$ cat src/rtl/i2s_tx_if.sv
// i2s_tx_if: sample handshake and I2S pin bundle for the I2S transmitter.
interface i2s_tx_if #(
    parameter int b = 16
);
    logic [b-1:0] l;
    logic [b-1:0] r;
    logic in_valid;
    logic in_ready;
    logic sck;
    logic ws;
    logic sd;
    logic urun;
    modport master (output l, r, in_valid, input in_ready, sck, ws, sd, urun);
    modport slave (input l, r, in_valid, output in_ready, sck, ws, sd, urun);
endinterface

$ cat src/rtl/i2s_tx.sv
// i2s_tx: Philips-format I2S master transmitter with a one-pair holding buffer.
module i2s_tx #(
    parameter int b   = 16,
    parameter int div = 4
) (
    input logic     clk,
    input logic     rst_n,
    i2s_tx_if.slave bus
);
    localparam int pw = $clog2(2 * div);
    localparam int kw = $clog2(2 * b);
    localparam logic [pw-1:0] p_end = pw'(2 * div - 1);
    localparam logic [pw-1:0] p_mid = pw'(div - 1);
    localparam logic [kw-1:0] k_end = kw'(2 * b - 1);
    localparam logic [kw-1:0] k_right = kw'(b);
    logic [pw-1:0] p;
    logic [kw-1:0] k, k_next;
    logic full, period_end, frame_end, accept;
    logic [b-1:0] hold_l, hold_r;
    logic [2*b-1:0] fr;
    logic sck, ws, sd, urun;
    always_comb begin
        period_end = p == p_end;
        frame_end  = period_end && k == k_end;
        accept     = bus.in_valid && !full;
        k_next     = frame_end ? '0 : k + kw'(1);
    end
    // fr rotates one bit per period so that after 2b-1 rotations its MSB is the
    // previous right LSB, which is exactly what slot 0 of the next frame sends.
    always_ff @(posedge clk) begin
        if (!rst_n) begin
            p      <= '0;
            k      <= '0;
            full   <= 1'b0;
            hold_l <= '0;
            hold_r <= '0;
            fr     <= '0;
            sck    <= 1'b0;
            ws     <= 1'b0;
            sd     <= 1'b0;
            urun   <= 1'b0;
        end else begin
            p    <= period_end ? '0 : p + pw'(1);
            urun <= frame_end && !full;
            if (period_end) begin
                k   <= k_next;
                sck <= 1'b0;
                ws  <= k_next >= k_right;
                sd  <= fr[2*b-1];
                fr  <= frame_end ? (full ? {hold_l, hold_r} : '0) : {fr[2*b-2:0], fr[2*b-1]};
            end else if (p == p_mid) begin
                sck <= 1'b1;
            end
            if (accept) begin
                hold_l <= bus.l;
                hold_r <= bus.r;
                full   <= 1'b1;
            end else if (frame_end) begin
                full <= 1'b0;
            end
        end
    end
    assign bus.in_ready = !full;
    assign bus.sck      = sck;
    assign bus.ws       = ws;
    assign bus.sd       = sd;
    assign bus.urun     = urun;
endmodule
$ cat src/flat_wrapper.sv
// flat-port wrapper written by rule: the top's interface ports become plain ports
module i2s_tx_flat 
#(
    parameter int b   = 16,
    parameter int div = 4
)
  (clk, rst_n, bus_l, bus_r, bus_in_valid, bus_in_ready, bus_sck, bus_ws, bus_sd, bus_urun);
  i2s_tx_if #(.b(b)) bus_i ();
  input logic clk;
  input logic rst_n;
  input wire logic [$bits(bus_i.l)-1:0] bus_l;
  input wire logic [$bits(bus_i.r)-1:0] bus_r;
  input wire logic [$bits(bus_i.in_valid)-1:0] bus_in_valid;
  output wire logic [$bits(bus_i.in_ready)-1:0] bus_in_ready;
  output wire logic [$bits(bus_i.sck)-1:0] bus_sck;
  output wire logic [$bits(bus_i.ws)-1:0] bus_ws;
  output wire logic [$bits(bus_i.sd)-1:0] bus_sd;
  output wire logic [$bits(bus_i.urun)-1:0] bus_urun;
  assign bus_i.l = bus_l;
  assign bus_i.r = bus_r;
  assign bus_i.in_valid = bus_in_valid;
  assign bus_in_ready = bus_i.in_ready;
  assign bus_sck = bus_i.sck;
  assign bus_ws = bus_i.ws;
  assign bus_sd = bus_i.sd;
  assign bus_urun = bus_i.urun;
  i2s_tx #(.b(b), .div(div)) u_core (.clk(clk), .rst_n(rst_n), .bus(bus_i));
endmodule
$ cat config.mk
export PLATFORM = sky130hd
export DESIGN_NAME = i2s_tx_flat
export DESIGN_NICKNAME = d
export VERILOG_FILES = /design/src/rtl/i2s_tx_if.sv /design/src/rtl/i2s_tx.sv /design/src/flat_wrapper.sv
export SDC_FILE = /design/constraint.sdc
export NUM_CORES = 1
export LEC_CHECK = 0
export ABC_AREA = 1
export CAP_MARGIN = 20
export CORE_MARGIN = 2
export CORE_UTILIZATION = 40
export CTS_BUF_LIST = sky130_fd_sc_hd__clkbuf_16
export CTS_CLUSTER_SIZE = 40
export DETAILED_ROUTE_END_ITERATION = 10
export PLACE_DENSITY_LB_ADDON = 0.15
export REMOVE_ABC_BUFFERS = 1
export SLEW_MARGIN = 10
export SYNTH_ARGS = -nofsm -noshare
export SYNTH_HDL_FRONTEND = slang
export SYNTH_SLANG_ARGS = --single-unit
$ cat constraint.sdc
create_clock -name clk -period 2.2 [get_ports clk]
set_input_delay 0.44 -clock clk [delete_from_list [all_inputs] [get_ports clk]]
set_output_delay 0.44 -clock clk [all_outputs]
set_load 0.05 [all_outputs]
== Yosys cells after proc, flatten, opt, wreduce, memory -nomap -nowiden ==
Index checks and enable logic that the tools add are counted.

* Bits in registers: 77
* Word-level logic and storage cells: 28
* Bits of input ports: 35
* Output and inout port bits: 5

* Muxes and demuxes: 5
* $lt $le $gt $ge: 1
* Reduce and logical (&&, ||, !) cells: 6
* Add/subtract/negate cells: 2
* Bitwise logic cells: 1
* Eq/ne operators: 3

{| class="wikitable"
|+ Operator list
! operator !! count
|-
| $mux W32 || 2
|-
| $add A5 B1 Y5 const B || 1
|-
| $eq A5 B5 Y1 const B || 1
|-
| $ge A5 B5 Y1 const B || 1
|-
| $mux W5 || 1
|-
| $add A3 B1 Y3 const B || 1
|-
| $eq A3 B2 Y1 const B || 1
|-
| $eq A3 B3 Y1 const B || 1
|-
| $logic_and A1 B1 Y1 || 3
|-
| $mux W1 || 2
|-
| $reduce_bool A2 Y1 || 1
|-
| $reduce_or A2 Y1 || 1
|-
| $logic_not A1 Y1 || 1
|-
| $not A1 Y1 || 1
|}

== Longest topological paths before layout ==
Gate-level depths: netlist of the first run.

* Depth after elaboration: 4
* Gate-level depth with buffers: 9
* Mapped depth without buffers: 9

== Worst setup path before layout of the first run ==
No wires, ideal clock.

* Kind: reg-to-reg
* From: reg u_core.bus.ws (netlist name)
* To: reg u_core.fr[10]
* Clock period less this slack: 1.560 ns
* Stages on the path, launching flop included: 6
* Arrival time: 1.442 ns
* Slack: 0.640 ns
* Cells stage by stage: dfxtp_1 -> ha_1 -> inv_1 -> clkbuf_1 -> a21oi_1 -> o21ai_1

{| class="wikitable"
|+ RTL lines
! item !! RTL line !! source
|-
| end signal, assigned || i2s_tx.sv:50 || <nowiki>fr <= frame_end ? (full ? {hold_l, hold_r} : '0) : {fr[2*b-2:0], fr[2*b-1]};</nowiki>
|-
| end, declared || i2s_tx.sv:20 || <nowiki>logic [2*b-1:0] fr;</nowiki>
|}

== Worst setup path in the final report of the first run ==
* From: reg u_core.ws, in the netlist u_core.bus.ws
* To: out bus_ws

{| class="wikitable"
|+ RTL lines
! item !! RTL line !! source
|-
| start, declared || i2s_tx.sv:21 || <nowiki>logic sck, ws, sd, urun;</nowiki>
|-
| start signal, assigned || i2s_tx.sv:48 || <nowiki>ws <= k_next >= k_right;</nowiki>
|-
| end, declared || flat_wrapper.sv:16 || <nowiki>output wire logic [$bits(bus_i.ws)-1:0] bus_ws;</nowiki>
|}

No word-level cell between the ends.

==> key figures, run 1 <==
Critical path
  • Worst reg2reg startpoint: u_core.p[0]
  • Data arrival time of the worst path: 1480 ps
  • Crit path capture: bus_ws
  • R2R cell count: 6
  • Crit-path max FO: 3
  • FF-to-FF setup slack: just over 400 ps
  • CP Depth: 1
  • Critical path buffers and inverters: 1
  • Largest delay share family, worst path: buffers and inverters
  • Data required, critical path: approximately 1800 ps
  • Crit path kind: flop to output port
  • CP Capture Type: output port
  • Crit path launch: u_core.bus.ws
  • R2r endpoint: u_core.fr[6]
  • Critical path startpoint category: flop
  • Crit-path slowest cell: clkdlybuf4s50_1
  • CP Cell Sequence: clkdlybuf4s50_1
  • Delay of the slowest critical-path stage: slightly above 800 ps

Routing
  • Avg WL per Cell: ~12 µm
  • Vias per cell: between 4 and 5
  • Pre-antenna DRT Iters: 4
  • Vias: around 2.5k
  • DRC: 0
  • Drt total wl: a little over 6000 µm
  • Antenna viol nets, final: 0
  • First DRT Iteration DRCs: 95

Logic synthesis
  • Seq/Total Area, Yosys: around 52%
  • Syn Std Cell Area: 0.00293 mm²
  • Synth Instances: roughly 380
  • Number of flops mapped to enable cells by yosys: 0
  • Adder-cell share of the synthesized area: 2.13%
  • Synth async-reset ratio: 0%
  • Largest family of logic cells by synthesized area: compound AO/OA/AOI/OAI gates
  • Flop and latch count out of synthesis: 76
  • Primary FF master, synth: dfxtp_1
  • Synth unique cells: 20
  • Synth warnings: 0
  • Synth Area in Compound Gates: about 22%
  • Synth Area in Simple Gates: between 10% and 20%
  • Post-Synth XOR/XNOR Area: 0%
  • Multiplexer share of the synthesized area: 0%
  • Syn_area_per_cell: between 7 and 8 µm²

Pwr
  • Worst VDD drop: around 0.42 mV
  • Pleak: 0.00145 µW
  • P per Cell Area: 814 mW/mm²
  • Pwr Total: 2980 µW

Global routing
  • Vias in the first global route: 2405
  • Pin count of the biggest net entering global routing: 34
  • Met1 global-route usage: 21.7%
  • Gr ovfl total: 0
  • Initial antenna violation count: 0
  • GRT Total Usage: around 17%
  • M3 GR Usage: 3.75%
  • Met2 Use GR: between 20% and 30%
  • First-pass GRT wire length: 10700 µm
  • Top Usage Layer GRT: met2

Placed design
  • Placer Congestion: between 0.7 and 0.8
  • HPWL after DPL: between 3000 and 4000 µm
  • Area post-placement: 0.00341 mm²
  • Worst slack, placed: 362 ps
  • Port-buffer cells: 39

Floorplanning
  • Core area: ~0.0072 mm²
  • I/O pin count: 40
  • Width of the chip: 89.6 µm
  • Initial Util: 40.9%
  • Die height: around 90 µm
  • Row Count: 31
  • DIE AREA: approximately 0.0080 mm²

STA
  • Slew @ Worst Pin: slightly below 500 ps
  • Minimum hold slack: between 400 and 500 ps
  • Fin Clk Skew: 4.32 ps
  • Max-slew violations: 0
  • RSZ-0062 raised after global routing: false
  • Slew HR: approximately 67%
  • Final setup margin: about 280 ps
  • Fmax: approximately 0.52 GHz
  • Final hold vios: 0
  • Minimum clock period: roughly 1900 ps
  • Crit share post-route: between 80% and 90%
  • Total negative setup slack: 0 ps
  • Final setup violation count: 0

Clock network
  • Clock sink count: 76
  • Setup bufs post-CTS: 0
  • Clk buf depth: 2
  • Skew-Pair Late Insertion Delay: about 320 ps
  • Post-CTS Hold Buffers: 0
  • CTS tree: built
  • Clock transition at path regs: 50 ps
  • H-tree depth: 3
  • Clock root cell: clkbuf_16
  • Post-cts sizing count: 0
  • Number of CTS-inserted buffers: 9

Final layout
  • Fill cell count: between 700 and 800
  • Inserted Diodes: 0
  • P&R area growth vs syn: 24.9%
  • Layout cells sized above 1: ~6.5%
  • Final instance area: around 0.0037 mm²
  • Area of the multi-input gates: 0.00124 mm²
  • Register Area: between 0.0015 and 0.002 mm²
  • Fin nets: ~450

Outcome
  • Run status: complete, no violations

Min path
  • Type of the most critical hold path: flop to flop

Flow run
  • Max-Cap Viols: 0
registers in the layout, indices dropped and copies added, names as in the netlist:
register / count
u_core.bus.sd: 1
u_core.hold_r: 16
u_core.bus.urun: 1
u_core.fr: 32
u_core.bus.ws: 1
u_core.p: 3
u_core.hold_l: 16
u_core.full: 1
u_core.k: 4
u_core.bus.sck: 1
worst min-delay path by stage:
stage | start | to | depth (start not counted)
2_1_floorplan | u_core.p[0] | u_core.p[0] | 1
3_3_place_gp | u_core.p[0] | u_core.p[0] | 1
3_5_place_dp | u_core.p[0] | u_core.p[0] | 1
4_1_cts | u_core.p[0] | u_core.p[0] | 1
5_1_grt | u_core.p[0] | u_core.p[0] | 1
6_report | u_core.p[0] | u_core.p[0] | 1
layer usage:
layer,wire length [µm],vias up
met4,80,0
met2,2810,54
met1,3010,1112
met5,0,-
li1,-,1319
met3,274,7
cell families (layout without fill, tap and decap cells):
logic type / Yosys count / count (layout)
buf+inv: 38 / 74
flops: 76 / 76
simple gates: 131 / 131
fa+ha+maj: 5 / 5
compound gates: 129 / 129
layout by cell type (no fill, tap or decap), types with 5 or more instances in the layout:
cell type / synthesis / routed
o21ai_1: 30 / 30
a21oi_1: 33 / 33
clkdlybuf4s50_1: 0 / 38
o21ai_0: 65 / 65
ha_1: 5 / 5
clkbuf_16: 0 / 9
nor2_1: 75 / 75
buf_4: 6 / 6
inv_1: 8 / 10
dfxtp_1: 76 / 76
nand2_1: 48 / 48
Yosys cell counts (2+ instances only):
cell type	n	area [µm²]
nand2_1	48	180
buf_2	7	35.0
ha_1	5	62.6
clkbuf_1	13	48.8
nor3_1	2	10.0
inv_1	8	30.0
nand3_1	2	10.0
dfxtp_1	76	1520
o21ai_1	30	150
a21oi_1	33	165
buf_4	6	45.0
inv_2	3	11.3
nor2_1	75	282
o21ai_0	65	325
stage by stage:
| step | instances | utilization (%) |
|---|---|---|
| after floorplan | 353 | - |
| after global placement | 499 | 47.6 |
| after detailed placement | 499 | 47.6 |
| after CTS | 514 | 51.1 |
| after global routing | 514 | 51.1 |
| final | 514 | 51.1 |
power breakdown:
part / total (µW) / leakage [µW] / internal (µW) / switching [µW]
clock network: 1240 / 0.000133 / 735 / 506
registers: 1470 / 0.000621 / 1440 / 31.9
logic: 267 / 0.000693 / 121 / 146
total: 2980 / 0.00145 / 2300 / 684
layout make-up:
type	count	share of cell area, %
clock buffer	9	6.15
clock inverter	6	0.683
inverter	12	1.26
multi-input combinational	265	33.7
sequential	76	41.5
tap	99	3.38
timing repair buffer	47	13.3
Power figures use the tool's default switching activity.
==> inputs of run 2 (changes only) <==
Settings changed: CORE_UTILIZATION 40 to 55, CTS_CLUSTER_SIZE 40 to 16.
==> run 2 against run 1 <==
  * Power grew 13%
  * Sequential share of layout area shrank 0.37 points
  * Clock skew is essentially flat
  * Highest routed layer unchanged
  * Clock power grew 32%
  * Design area grew 0.89%
  * Largest power group is now the clock network
==> key figures, run 2 (synthesized netlist as in run 1, its figures left out) <==
Global routing
  • First-pass GRT wire length: 11100 µm (was 10700 µm)
  • Initial antenna violation count: 0 (unchanged)
  • Pin count of the biggest net entering global routing: 34 (unchanged)
  • GRT Total Usage: 23.6% (was 17.2%)
  • Vias in the first global route: 2413 (was 2405)
  • Gr ovfl total: 0 (unchanged)

STA
  • Crit share post-route: 88.0% (was 87.3%)
  • Fmax: 0.517 GHz (was 0.520 GHz)
  • Final hold vios: 0 (unchanged)
  • Minimum clock period: 1940 ps (was 1920 ps)
  • Slew @ Worst Pin: 498 ps (was 489 ps)
  • RSZ-0062 raised after global routing: false (unchanged)
  • Fin Clk Skew: 3.97 ps (was 4.32 ps)
  • Total negative setup slack: 0 ps (unchanged)
  • Slew HR: 66.7% (was 67.3%)
  • Max-slew violations: 0 (unchanged)
  • Final setup violation count: 0 (unchanged)

Floorplanning
  • Row Count: 26 (was 31)
  • Initial Util: 57.1% (was 40.9%)
  • Width of the chip: 77.0 µm (was 89.6 µm)
  • Core area: 0.00514 mm² (was 0.00718 mm²)
  • I/O pin count: 40 (unchanged)
  • Die height: 77.0 µm (was 89.6 µm)
  • DIE AREA: 0.00593 mm² (was 0.00803 mm²)

Clock network
  • Post-cts sizing count: 0 (unchanged)
  • Setup bufs post-CTS: 0 (unchanged)
  • Post-CTS Hold Buffers: 0 (unchanged)
  • Clock root cell: clkbuf_16 (unchanged)
  • CTS tree: built (unchanged)
  • Clock sink count: 76 (unchanged)
  • Number of CTS-inserted buffers: 9 (unchanged)
  • H-tree depth: 3 (unchanged)
  • Skew-Pair Late Insertion Delay: 330 ps (was 320 ps)
  • Clk buf depth: 2 (unchanged)
  • Clock transition at path regs: 60 ps (was 50 ps)

Placed design
  • Placer Congestion: 0.756 (about the same)
  • Port-buffer cells: 39 (unchanged)
  • HPWL after DPL: 3810 µm (was 3860 µm)
  • Area post-placement: 0.00336 mm² (was 0.00341 mm²)
  • DP Cell Count: 470 (was 499)

Critical path
  • Data arrival time of the worst path: 1500 ps (was 1480 ps)
  • Crit-path slowest cell: clkdlybuf4s50_1 (unchanged)
  • CP Cell Sequence: clkdlybuf4s50_1 (unchanged)
  • Data required, critical path: 1760 ps (about the same)
  • Crit-path max FO: 3 (unchanged)
  • Crit path kind: flop to output port (unchanged)
  • Delay of the slowest critical-path stage: 810 ps (about the same)
  • Critical path buffers and inverters: 1 (unchanged)
  • Crit path launch: u_core.bus.ws (unchanged)
  • CP Capture Type: output port (unchanged)
  • Worst reg2reg startpoint: u_core.k[1] (was u_core.p[0])
  • Largest delay share family, worst path: buffers and inverters (unchanged)
  • Critical path startpoint category: flop (unchanged)

Final layout
  • Most frequent cells in the layout: 76 x dfxtp_1, 75 x nor2_1, 65 x o21ai_0 (unchanged)
  • P&R area growth vs syn: 26.0% (was 24.9%)
  • Final instance area: 0.00370 mm² (was 0.00366 mm²)
  • Inserted Diodes: 0 (unchanged)
  • Commonest non-fill, non-tap cell in the layout: dfxtp_1 (unchanged)
  • Largest Register: u_core.fr (unchanged)
  • Layout cells sized above 1: 6.97% (was 6.51%)
  • Fill cell count: 434 (was 710)
  • Final Non-Filler Cells: 486 (was 514)
  • Fin nets: 451 (unchanged)
  • Largest registers: u_core.fr x32, u_core.hold_l x16, u_core.hold_r x16 (unchanged)
  • Max reg flops: 32 (unchanged)

Min path
  • Type of the most critical hold path: flop to flop (unchanged)
  • Min-delay src: u_core.p[0] (unchanged)

Routing
  • First DRT Iteration DRCs: 236 (was 95)
  • Drt total wl: 6410 µm (was 6180 µm)
  • Pre-antenna DRT Iters: 4 (unchanged)
  • Vias per cell: 5.31 (was 4.85)
  • DRC: 0 (unchanged)
  • Vias: 2580 (was 2492)
  • Avg WL per Cell: 13.2 µm (was 12.0 µm)
  • Antenna viol nets, final: 0 (unchanged)

Pwr
  • Worst VDD drop: 0.483 mV (was 0.416 mV)
  • Pleak: 0.00147 µW (was 0.00145 µW)
  • P per Cell Area: 914 mW/mm² (was 814 mW/mm²)

Outcome
  • Run status: complete, no violations (unchanged)

Flow run
  • Max-Cap Viols: 0 (unchanged)
run 2: cell count changes in the layout (fill, tap and decap cells not counted):
cell       previous run  this run
clkinv_2              3         2
inv_1                10         9
bufinv_16             0         3
buf_4                 6         7
buf_12                3         2
run 2: layout make-up:
cell class	count	area [µm²]	share of cell area (%)
inverter	12	46.3	1.25
sequential	76	1520	41.2
timing repair buffer	47	473	12.8
tap	70	87.6	2.37
clock buffer	9	225	6.09
multi-input combinational	265	1240	33.4
clock inverter	7	106	2.88
run 2: per-layer routing:
layer	GRT usage, %	wire length (µm)
met5	0	0
met1	30.3	2890
met2	36.9	3050
met4	13.9	166
met3	4.82	303
run 2: through the flow:
step / util (%) / total power, µW / hold WS [ps] / setup WS (ps)
global route: 71.9 / 3490 / 441 / 227
floorplan: - / 1630 / 399 / 5.00
global placement: 65.5 / 1760 / 409 / 400
detailed placement: 65.5 / 1770 / 415 / 326
CTS: 71.9 / 3380 / 423 / 257
finish: 71.9 / 3380 / 423 / 265
run 2: final timing paths:
path | endpoint | slack [ps] | cells past startpoint
min | u_core.p[0] | 420 | 1
max reg2reg | u_core.fr[9] | 360 | 8
min reg2reg | u_core.p[0] | 420 | 1
max | bus_ws | 260 | 1
run 2: report_power, final:
group	switching [µW]	total, µW	internal [µW]	leakage (µW)
Combinational	149	267	119	0.000689
Clock	545	1640	1090	0.000166
Sequential	32.3	1470	1440	0.000621
Total	726	3380	2650	0.00147
